$ cat src/rtl/loteria_input_conditioner.sv
// -----------------------------------------------------------------------------
// loteria_input_conditioner
// Front end for the lottery FSM. Raw pushbuttons and digit switches are
// synchronised and debounced. Each accepted press produces exactly one
// clock-wide pulse. Digits above 9 are rejected and reported on num_err.
// -----------------------------------------------------------------------------

// -----------------------------------------------------------------------------
// loteria_key_debounce
// Press/release qualifier for one key. Its input is the synchronised key
// level, already normalised so that 1 means pressed. o_qualify is high in the
// cycle whose rising edge moves the FSM from PRESS_DB to HELD. The parent
// registers the actual pulse on that edge, so the pulse lasts exactly one
// cycle.
// -----------------------------------------------------------------------------
module loteria_key_debounce #(
   parameter int DEBOUNCE_CYCLES = 4
) (
   input  logic clk,
   input  logic reset,
   input  logic i_pressed,
   output logic o_qualify
);

   localparam int CNT_W = (DEBOUNCE_CYCLES > 1) ? $clog2(DEBOUNCE_CYCLES) : 1;
   localparam logic [CNT_W-1:0] CNT_LAST = CNT_W'(DEBOUNCE_CYCLES - 1);
   localparam logic [CNT_W-1:0] CNT_ZERO = CNT_W'(0);
   localparam logic [CNT_W-1:0] CNT_ONE  = CNT_W'(1);

   typedef enum logic [1:0] {
      ST_IDLE     = 2'd0,
      ST_PRESS_DB = 2'd1,
      ST_HELD     = 2'd2,
      ST_REL_DB   = 2'd3
   } state_t;

   state_t           r_state;
   logic [CNT_W-1:0] r_cnt;
   logic             w_cnt_done;

   assign w_cnt_done = (r_cnt == CNT_LAST);

   // The press is accepted on the last stable cycle of PRESS_DB.
   assign o_qualify = (r_state == ST_PRESS_DB) && i_pressed && w_cnt_done;

   // Debounce FSM. Reset lands in REL_DB so that a key already held at reset
   // release settles into HELD and does not fire.
   always_ff @(posedge clk or posedge reset) begin
      if (reset) begin
         r_state <= ST_REL_DB;
         r_cnt   <= CNT_ZERO;
      end else begin
         case (r_state)
            ST_IDLE: begin
               if (i_pressed) begin
                  r_state <= ST_PRESS_DB;
                  r_cnt   <= CNT_ZERO;
               end else begin
                  r_state <= ST_IDLE;
                  r_cnt   <= CNT_ZERO;
               end
            end
            ST_PRESS_DB: begin
               if (!i_pressed) begin
                  // Bounce: restart qualification from IDLE.
                  r_state <= ST_IDLE;
                  r_cnt   <= CNT_ZERO;
               end else if (w_cnt_done) begin
                  r_state <= ST_HELD;
                  r_cnt   <= CNT_ZERO;
               end else begin
                  r_state <= ST_PRESS_DB;
                  r_cnt   <= r_cnt + CNT_ONE;
               end
            end
            ST_HELD: begin
               if (!i_pressed) begin
                  r_state <= ST_REL_DB;
                  r_cnt   <= CNT_ZERO;
               end else begin
                  r_state <= ST_HELD;
                  r_cnt   <= CNT_ZERO;
               end
            end
            ST_REL_DB: begin
               if (i_pressed) begin
                  // Release bounce: back to HELD without a new pulse.
                  r_state <= ST_HELD;
                  r_cnt   <= CNT_ZERO;
               end else if (w_cnt_done) begin
                  r_state <= ST_IDLE;
                  r_cnt   <= CNT_ZERO;
               end else begin
                  r_state <= ST_REL_DB;
                  r_cnt   <= r_cnt + CNT_ONE;
               end
            end
            default: begin
               r_state <= ST_REL_DB;
               r_cnt   <= CNT_ZERO;
            end
         endcase
      end
   end

endmodule

// -----------------------------------------------------------------------------
// Top level: synchronisers, two debouncers, digit validation and output
// pulse registers.
// -----------------------------------------------------------------------------
module loteria_input_conditioner #(
   parameter int DEBOUNCE_CYCLES = 4,
   parameter bit KEY_ACTIVE_LOW  = 1'b1
) (
   input  logic       clk,
   input  logic       reset,
   input  logic       key_insert,
   input  logic       key_finish,
   input  logic [3:0] sw_num,
   output logic       insert,
   output logic       finish,
   output logic [3:0] num,
   output logic       num_err
);

   // Raw level a key shows while it is pressed.
   localparam logic KEY_PRESSED_LVL = KEY_ACTIVE_LOW ? 1'b0 : 1'b1;
   localparam logic [3:0] DIGIT_MAX = 4'd9;

   logic       r_ins_meta;
   logic       r_ins_sync;
   logic       r_fin_meta;
   logic       r_fin_sync;
   logic [3:0] r_sw_meta;
   logic [3:0] r_sw_sync;

   logic       w_ins_pressed;
   logic       w_fin_pressed;
   logic       w_ins_qualify;
   logic       w_fin_qualify;
   logic       w_digit_ok;

   logic       r_insert;
   logic       r_finish;
   logic       r_num_err;
   logic [3:0] r_num;

   // Two-flop synchronisers. The key flops reset to the pressed level, so a
   // key held through reset is never taken for a fresh press.
   always_ff @(posedge clk or posedge reset) begin
      if (reset) begin
         r_ins_meta <= KEY_PRESSED_LVL;
         r_ins_sync <= KEY_PRESSED_LVL;
         r_fin_meta <= KEY_PRESSED_LVL;
         r_fin_sync <= KEY_PRESSED_LVL;
         r_sw_meta  <= 4'd0;
         r_sw_sync  <= 4'd0;
      end else begin
         r_ins_meta <= key_insert;
         r_ins_sync <= r_ins_meta;
         r_fin_meta <= key_finish;
         r_fin_sync <= r_fin_meta;
         r_sw_meta  <= sw_num;
         r_sw_sync  <= r_sw_meta;
      end
   end

   // Normalise both keys so that 1 means pressed.
   assign w_ins_pressed = (r_ins_sync == KEY_PRESSED_LVL);
   assign w_fin_pressed = (r_fin_sync == KEY_PRESSED_LVL);

   loteria_key_debounce #(
      .DEBOUNCE_CYCLES (DEBOUNCE_CYCLES)
   ) u_insert_db (
      .clk       (clk),
      .reset     (reset),
      .i_pressed (w_ins_pressed),
      .o_qualify (w_ins_qualify)
   );

   loteria_key_debounce #(
      .DEBOUNCE_CYCLES (DEBOUNCE_CYCLES)
   ) u_finish_db (
      .clk       (clk),
      .reset     (reset),
      .i_pressed (w_fin_pressed),
      .o_qualify (w_fin_qualify)
   );

   assign w_digit_ok = (r_sw_sync <= DIGIT_MAX);

   // Output pulses and digit capture. The digit is taken only on an accepted
   // insert, so switch motion at any other time is ignored.
   always_ff @(posedge clk or posedge reset) begin
      if (reset) begin
         r_insert  <= 1'b0;
         r_finish  <= 1'b0;
         r_num_err <= 1'b0;
         r_num     <= 4'd0;
      end else begin
         r_insert  <= w_ins_qualify & w_digit_ok;
         r_num_err <= w_ins_qualify & ~w_digit_ok;
         r_finish  <= w_fin_qualify;
         if (w_ins_qualify && w_digit_ok) begin
            r_num <= r_sw_sync;
         end else begin
            r_num <= r_num;
         end
      end
   end

   assign insert  = r_insert;
   assign finish  = r_finish;
   assign num_err = r_num_err;
   assign num     = r_num;

endmodule

$ cat config.mk
export PLATFORM = sky130hd
export DESIGN_NAME = loteria_input_conditioner
export DESIGN_NICKNAME = d
export VERILOG_FILES = /design/src/rtl/loteria_input_conditioner.sv
export SDC_FILE = /design/constraint.sdc
export NUM_CORES = 1
export LEC_CHECK = 0
export ABC_CLOCK_PERIOD_IN_PS = 2100
export BUFFER_PORTS_ARGS = -buffer_cell sky130_fd_sc_hd__buf_2
export CORE_ASPECT_RATIO = 2
export CORE_MARGIN = 3
export CORE_UTILIZATION = 25
export CTS_BUF_LIST = sky130_fd_sc_hd__clkbuf_4
export DETAILED_ROUTE_END_ITERATION = 6
export GPL_TIMING_DRIVEN = 0
export SYNTH_ARGS = -nofsm -noshare
export SYNTH_HDL_FRONTEND = slang
export SYNTH_SLANG_ARGS = --single-unit
$ cat constraint.sdc
create_clock -name clk -period 2.1 [get_ports clk]
set_clock_uncertainty 0.2 [all_clocks]
set_input_delay 0.315 -clock clk [delete_from_list [all_inputs] [get_ports clk]]
set_output_delay 0.315 -clock clk [all_outputs]
set_load 0.01 [all_outputs]
==> results of run 1 <==
==> metal layers <==
metal | vias up | global-route usage (%) | part of all wire (%)
li1 | 258 | - | -
met1 | 263 | 6.542 | 37
met2 | 9 | 13.68 | 57
met3 | 4 | 0.9662 | 2.9
met4 | 0 | 5.701 | 2.8
met5 | - | 0 | 0
==> cell type report <==
| class | count | area [um2] | share of cell area (%) |
|---|---|---|---|
| Inverter | 1 | 3.754 | 0.3257 |
| Timing Repair Buffer | 20 | 130.1 | 11.29 |
| Clock buffer | 3 | 22.52 | 1.954 |
| Multi-Input combinational cell | 34 | 247.7 | 21.50 |
| Tap cell | 48 | 60.06 | 5.212 |
| Clock inverter | 1 | 7.507 | 0.6515 |
| Sequential cell | 27 | 680.7 | 59.07 |
==> registers in the layout (all words and copies together), names as in the netlist, 2 cells and up <==
signal               count
u_insert_db.r_state      2
u_insert_db.r_cnt        2
r_sw_meta                4
u_finish_db.r_state      2
r_sw_sync                4
num                      4
u_finish_db.r_cnt        2
==> cell families (layout without fill, tap and decap cells) <==
group           after synthesis  after routing  share of synthesized area [%]
flops                        27             27                          73.02
simple gates                 17             17                          11.14
compound gates               10             10                          6.578
fa+ha+maj                     4              4                          5.369
xor+xnor                      2              2                          1.880
mux                           1              1                          1.610
buf+inv                       1             25                         0.4023
==> stage by stage <==
step / hold WS, ns / std cells / setup slack (ns) / utilization [%]
after floorplan: 0.1312 / 62 / 0.5519 / -
after global placement: 0.1325 / 124 / 0.4943 / 30.43
after detailed placement: 0.1410 / 124 / 0.4534 / 30.43
after CTS: 0.01774 / 134 / 0.4426 / 33.01
after global routing: 0.05131 / 134 / 0.3857 / 33.01
final: -0.01644 / 134 / 0.4494 / 33.01
==> cells in the mapped netlist <==
cell / number
a21boi_0: 1
a21oi_1: 4
a2bb2oi_1: 2
a31oi_1: 1
and2_1: 1
and2_4: 1
and2b_2: 1
and3_1: 2
and3b_2: 1
and4bb_4: 1
dfrtp_1: 23
dfstp_2: 4
ha_1: 4
inv_1: 1
mux2_4: 1
nand2_1: 5
nor2_1: 2
nor3_1: 3
o21ai_0: 2
xnor2_1: 2
==> worst reg2reg max path: stages, from the launching register on <==
cell and delay, ns:
dfrtp_1 0.41, ha_1 0.21, and4bb_4 0.29, and2_4 0.16, mux2_4 0.29
==> worst max path at each step <==
| stage | to | slack [ns] | from |
|---|---|---|---|
| 3_5_place_dp | num[0] | 0.45 | u_insert_db.r_cnt[0] |
| 5_1_grt | num[0] | 0.39 | u_insert_db.r_cnt[0] |
| 4_1_cts | num[0] | 0.44 | u_insert_db.r_cnt[0] |
| 6_report | num[0] | 0.45 | u_insert_db.r_cnt[0] |
| 2_1_floorplan | num[0] | 0.55 | u_insert_db.r_cnt[0] |
| 3_3_place_gp | num[0] | 0.49 | u_insert_db.r_cnt[0] |
==> where the power goes <==
part	switching [W]	leakage, nW	internal, W	total (W)
clock	0.000149	0.0139	0.0000727	0.000222
combinational	0.0000812	0.218	0.0000919	0.000173
sequential	0.0000758	0.332	0.000638	0.000714
total	0.000306	0.564	0.000803	0.00111
==> flow_metrics.py, run 1 <==
metrics = {
    "setup_path": {
        "cp.arrival_ns": 1.68,
        "cp.required_ns": 2.13,
        "path_buf_inv": 0,
        "startpoint_type": "flip-flop",
        "worstSetupPathType": "flip-flop to flip-flop",
        "critPathMaxFanout": 6,
        "timing.critical_path.max_delay_family": "simple AND/OR/NAND/NOR gates",
        "crit_path_end_kind": "flip-flop",
        "reg2regPathDepth": 4,
        "r2r_start": "u_insert_db.r_cnt[0]",
        "max_stage_delay_ns": 0.41,
        "cp.depth": 4,
        "r2r_slack_ns": 0.45,
        "cp_slowest_cell": "dfrtp_1",
        "reg2reg_to": "num[0]",
        "path_cells": "ha_1 > and4bb_4 > and2_4 > mux2_4",
    },
    "yosys": {
        "synthCells": 62,
        "synth-seq-cells": 27,
        "synth_cell_type_count": 20,
        "synthesis.area_um2": 932.1,
        "yosysSeqAreaShare_pct": 73.02,
        "yosys.area.top_type": "dfrtp_1",
        "ys_top_cells_by_area": "dfrtp_1 62%, dfstp_2 11%, ha_1 5.4%",
        "syn_area_per_cell_um2": 15.03,
        "yosys_warnings": 0,
        "synth_nets": 74,
        "synth_top_cell_area_share_pct": 61.74,
    },
    "clock_tree": {
        "cts_max_path_buffers": 2,
        "tritoncts.num_buffers": 3,
        "cts-root-buf": "clkbuf_4",
        "insertion_delay_ns": 0.32,
        "cts-hold-fix-buffers": 6,
        "cts_tree": "built",
        "cts_setup_buffers": 0,
        "ctsResizeCount": 0,
        "clk_pin_slew_worst_paths_ns": 0.14,
        "ctsHtreeMaxLevel": 1,
        "cts_num_sinks": 27,
    },
    "final_layout": {
        "syn_to_final_growth_pct": 23.62,
        "nNetsFinal": 99,
        "final_area_um2": 1152,
        "fillers": 340,
        "layout_commonest_cell": "dfrtp_1",
        "diodes": 0,
        "drive_above_1_share_pct": 31.40,
        "final_cell_mix": "23 x dfrtp_1, 14 x buf_2, 6 x dlygate4sd3_1",
    },
    "global_route": {
        "grt_overflow": 0,
        "grt_pass1_wl_um": 2504,
        "grt_max_degree": 28,
        "track_usage_pct": 7.227,
        "antenna_found_initial": 0,
        "grt_pass1_vias": 593,
    },
    "sta": {
        "slew_viol_final": 0,
        "slew_headroom_pct": 36.27,
        "hold_slack_ns": -0.01644,
        "setup_viol": 0,
        "setup-tns-final_ns": 0,
        "grt_setup_unrepaired": "no",
        "min_period_ns": 1.651,
        "period_share_pct": 78.60,
        "worstMarginPinSlew_ns": 0.9549,
        "fmax_mhz": 605.8,
        "finalHoldViolCount": 23,
    },
    "hold_path": {
        "hold_class": "input port to async pin",
    },
    "run_status": {
        "violations": "negative hold slack",
        "status": "complete, but fails checks",
    },
    "floorplanning": {
        "die_h_um": 92.36,
        "dieArea_um2": 4542,
        "core_region_area_um2": 3491,
        "fp.dieW_um": 49.18,
        "row_count": 30,
        "ios": 15,
        "start_util_pct": 26.70,
    },
    "detailed_routing": {
        "first_pass_iters": 2,
        "ant_nets": 0,
        "vias": 534,
        "drtIter0Drc": 3,
        "drt-total-wl_um": 1438,
        "drc": 0,
        "avgViaCountPerCell": 3.985,
        "wl_per_cell_um": 10.73,
    },
    "pwr": {
        "p_leak_nw": 0.5641,
        "max-vdd-ir-drop_uv": 443.9,
        "p_per_area_nw_per_um2": 962.4,
        "power_w": 0.001109,
    },
    "placement": {
        "dp_hpwl_um": 1061,
        "routabilityCongestion": 0.6962,
        "port_buffers": 14,
        "placed_area_um2": 1062,
    },
    "flow_run": {
        "max_cap_viol_count": 0,
    },
}
(Power assumes the default switching activity.)
==> inputs of run 2 (changes only) <==
ABC_CLOCK_PERIOD_IN_PS = 1470   (was 2100)
clock period = 1.47 ns   (was 2.1 ns; I/O delays follow)
==> run 2 against run 1 <==
Against the previous run: the flow finishes with violations (negative hold slack, negative setup slack); sequential share of layout area decreased by 3.0 points; count of clock-buffer cells in the layout stayed put; largest power group unchanged; critical endpoint unchanged; sequential power grew 43%; fmax rose by 6.1%.
==> flow_metrics.py, run 2 (synthesis gave the netlist of run 1 again) <==
metrics = {
    "floorplanning": {
        "dieArea_um2": 4542,
        "core_region_area_um2": 3491,
        "start_util_pct": 26.70,
        "fp.dieW_um": 49.18,
        "ios": 15,
        "die_h_um": 92.36,
        "row_count": 30,
    },
    "placement": {
        "dp_hpwl_um": 1036,
        "port_buffers": 14,
        "routabilityCongestion": 0.6901,
        "placed_area_um2": 1065,
        "placed_cells": 124,
    },
    "sta": {
        "slew_headroom_pct": 34.99,
        "period_share_pct": 105.9,
        "slew_viol_final": 0,
        "setup-tns-final_ns": -0.08907,
        "setup_viol": 2,
        "min_period_ns": 1.556,
        "fmax_mhz": 642.5,
        "finalWorstSetupSlack_ns": -0.08639,
        "hold_slack_ns": -0.1045,
        "finalHoldViolCount": 23,
        "worstMarginPinSlew_ns": 0.9741,
        "grt_setup_unrepaired": "yes",
    },
    "pwr": {
        "max-vdd-ir-drop_uv": 714.4,
        "p_leak_nw": 0.6016,
        "p_per_area_nw_per_um2": 1397,
    },
    "global_route": {
        "grt_pass1_wl_um": 2635,
        "grt_max_degree": 28,
        "grt_overflow": 0,
        "antenna_found_initial": 0,
        "track_usage_pct": 7.529,
        "grt_pass1_vias": 604,
    },
    "detailed_routing": {
        "avgViaCountPerCell": 4.043,
        "wl_per_cell_um": 10.71,
        "drc": 0,
        "first_pass_iters": 1,
        "ant_nets": 0,
        "drt-total-wl_um": 1500,
        "vias": 566,
        "drtIter0Drc": 0,
    },
    "setup_path": {
        "cp.arrival_ns": 1.59,
        "critPathMaxFanout": 4,
        "reg2regPathDepth": 3,
        "r2r_start": "u_insert_db.r_state[0]",
        "startpoint_type": "flip-flop",
        "crit_path_end_kind": "flip-flop",
        "r2r_slack_ns": -0.09,
        "max_stage_delay_ns": 0.58,
        "worstSetupPathType": "flip-flop to flip-flop",
        "cp.required_ns": 1.50,
        "path_cells": "and4bb_4 > and2_4 > mux2_4",
        "reg2reg_to": "num[0]",
        "cp_slowest_cell": "dfstp_2",
    },
    "clock_tree": {
        "clk_pin_slew_worst_paths_ns": 0.15,
        "cts-hold-fix-buffers": 6,
        "cts-root-buf": "clkbuf_4",
        "cts_max_path_buffers": 2,
        "cts_num_sinks": 27,
        "insertion_delay_ns": 0.32,
        "tritoncts.num_buffers": 3,
        "cts_tree": "built",
        "ctsHtreeMaxLevel": 1,
    },
    "final_layout": {
        "final_area_um2": 1214,
        "syn_to_final_growth_pct": 30.20,
        "layout_commonest_cell": "dfrtp_1",
        "final_cell_mix": "23 x dfrtp_1, 14 x buf_2, 6 x dlygate4sd3_1, 6 x buf_4, 5 x nand2_1",
        "fillers": 334,
        "diodes": 0,
        "multi_input_area_um2": 262.8,
        "drive_above_1_share_pct": 39.13,
        "nNetsFinal": 105,
        "regArea_um2": 680.7,
        "stdcell_count": 140,
        "fin_util_pct": 34.77,
    },
    "flow_run": {
        "max_cap_viol_count": 0,
    },
    "run_status": {
        "status": "complete, but fails checks",
        "violations": "negative hold slack, negative setup slack",
    },
    "hold_path": {
        "hold_class": "input port to async pin",
    },
}
## run 2: power breakdown
part	internal, W	switching (W)
clock	0.000111	0.000225
sequential	0.000911	0.000108
combinational	0.000197	0.000142
## run 2: area by class of cell
type | count | area share (%)
inverter | 1 | 0.3093
timing repair buffer | 26 | 14.43
clock inverter | 1 | 0.7217
tap | 48 | 4.948
multi-input combinational | 34 | 21.65
sequential | 27 | 56.08
clock buffer | 3 | 1.856
## run 2: metal layers
metal / up-vias / global-route usage, % / share of wire, %
met5: - / 0 / 0
met4: 0 / 4.276 / 1.9
met3: 4 / 1.449 / 3.1
met2: 9 / 13.34 / 57
met1: 280 / 8.100 / 38
li1: 273 / - / -
## run 2: repair_timing
item,in CTS,in global routing
setup endpoints to repair,3,3
gates resized for setup,0,2
pin swaps,2,0
buffers inserted,3,3
endpoints found under the hold margin,29,23
## run 2: stage by stage
step	hold WS [ns]	power (W)	setup slack, ns
2_1_floorplan	0.05193	0.001181	-0.06640
3_3_place_gp	0.1282	0.001251	-0.1301
3_5_place_dp	0.1306	0.001281	-0.1405
4_1_cts	-0.08106	0.001655	-0.09297
5_1_grt	-0.03528	0.001821	-0.1130
6_report	-0.1045	0.001695	-0.08639
## run 2: worst max-delay path by stage
| stage | end | from | slack (ns) |
|---|---|---|---|
| 2_1_floorplan | num[0] | u_insert_db.r_state[0] | -0.07 |
| 3_3_place_gp | num[0] | u_insert_db.r_cnt[0] | -0.13 |
| 3_5_place_dp | num[0] | u_insert_db.r_cnt[0] | -0.14 |
| 4_1_cts | num[0] | u_insert_db.r_state[0] | -0.09 |
| 5_1_grt | num[0] | u_insert_db.r_cnt[0] | -0.11 |
| 6_report | num[0] | u_insert_db.r_state[0] | -0.09 |
## run 2: critical path: cells and delay by family, from the launching register on
kind,cells,cell delay (ns)
multiplexers,1,0.28
AND/OR/NAND/NOR,2,0.40
flip-flops,1,0.58
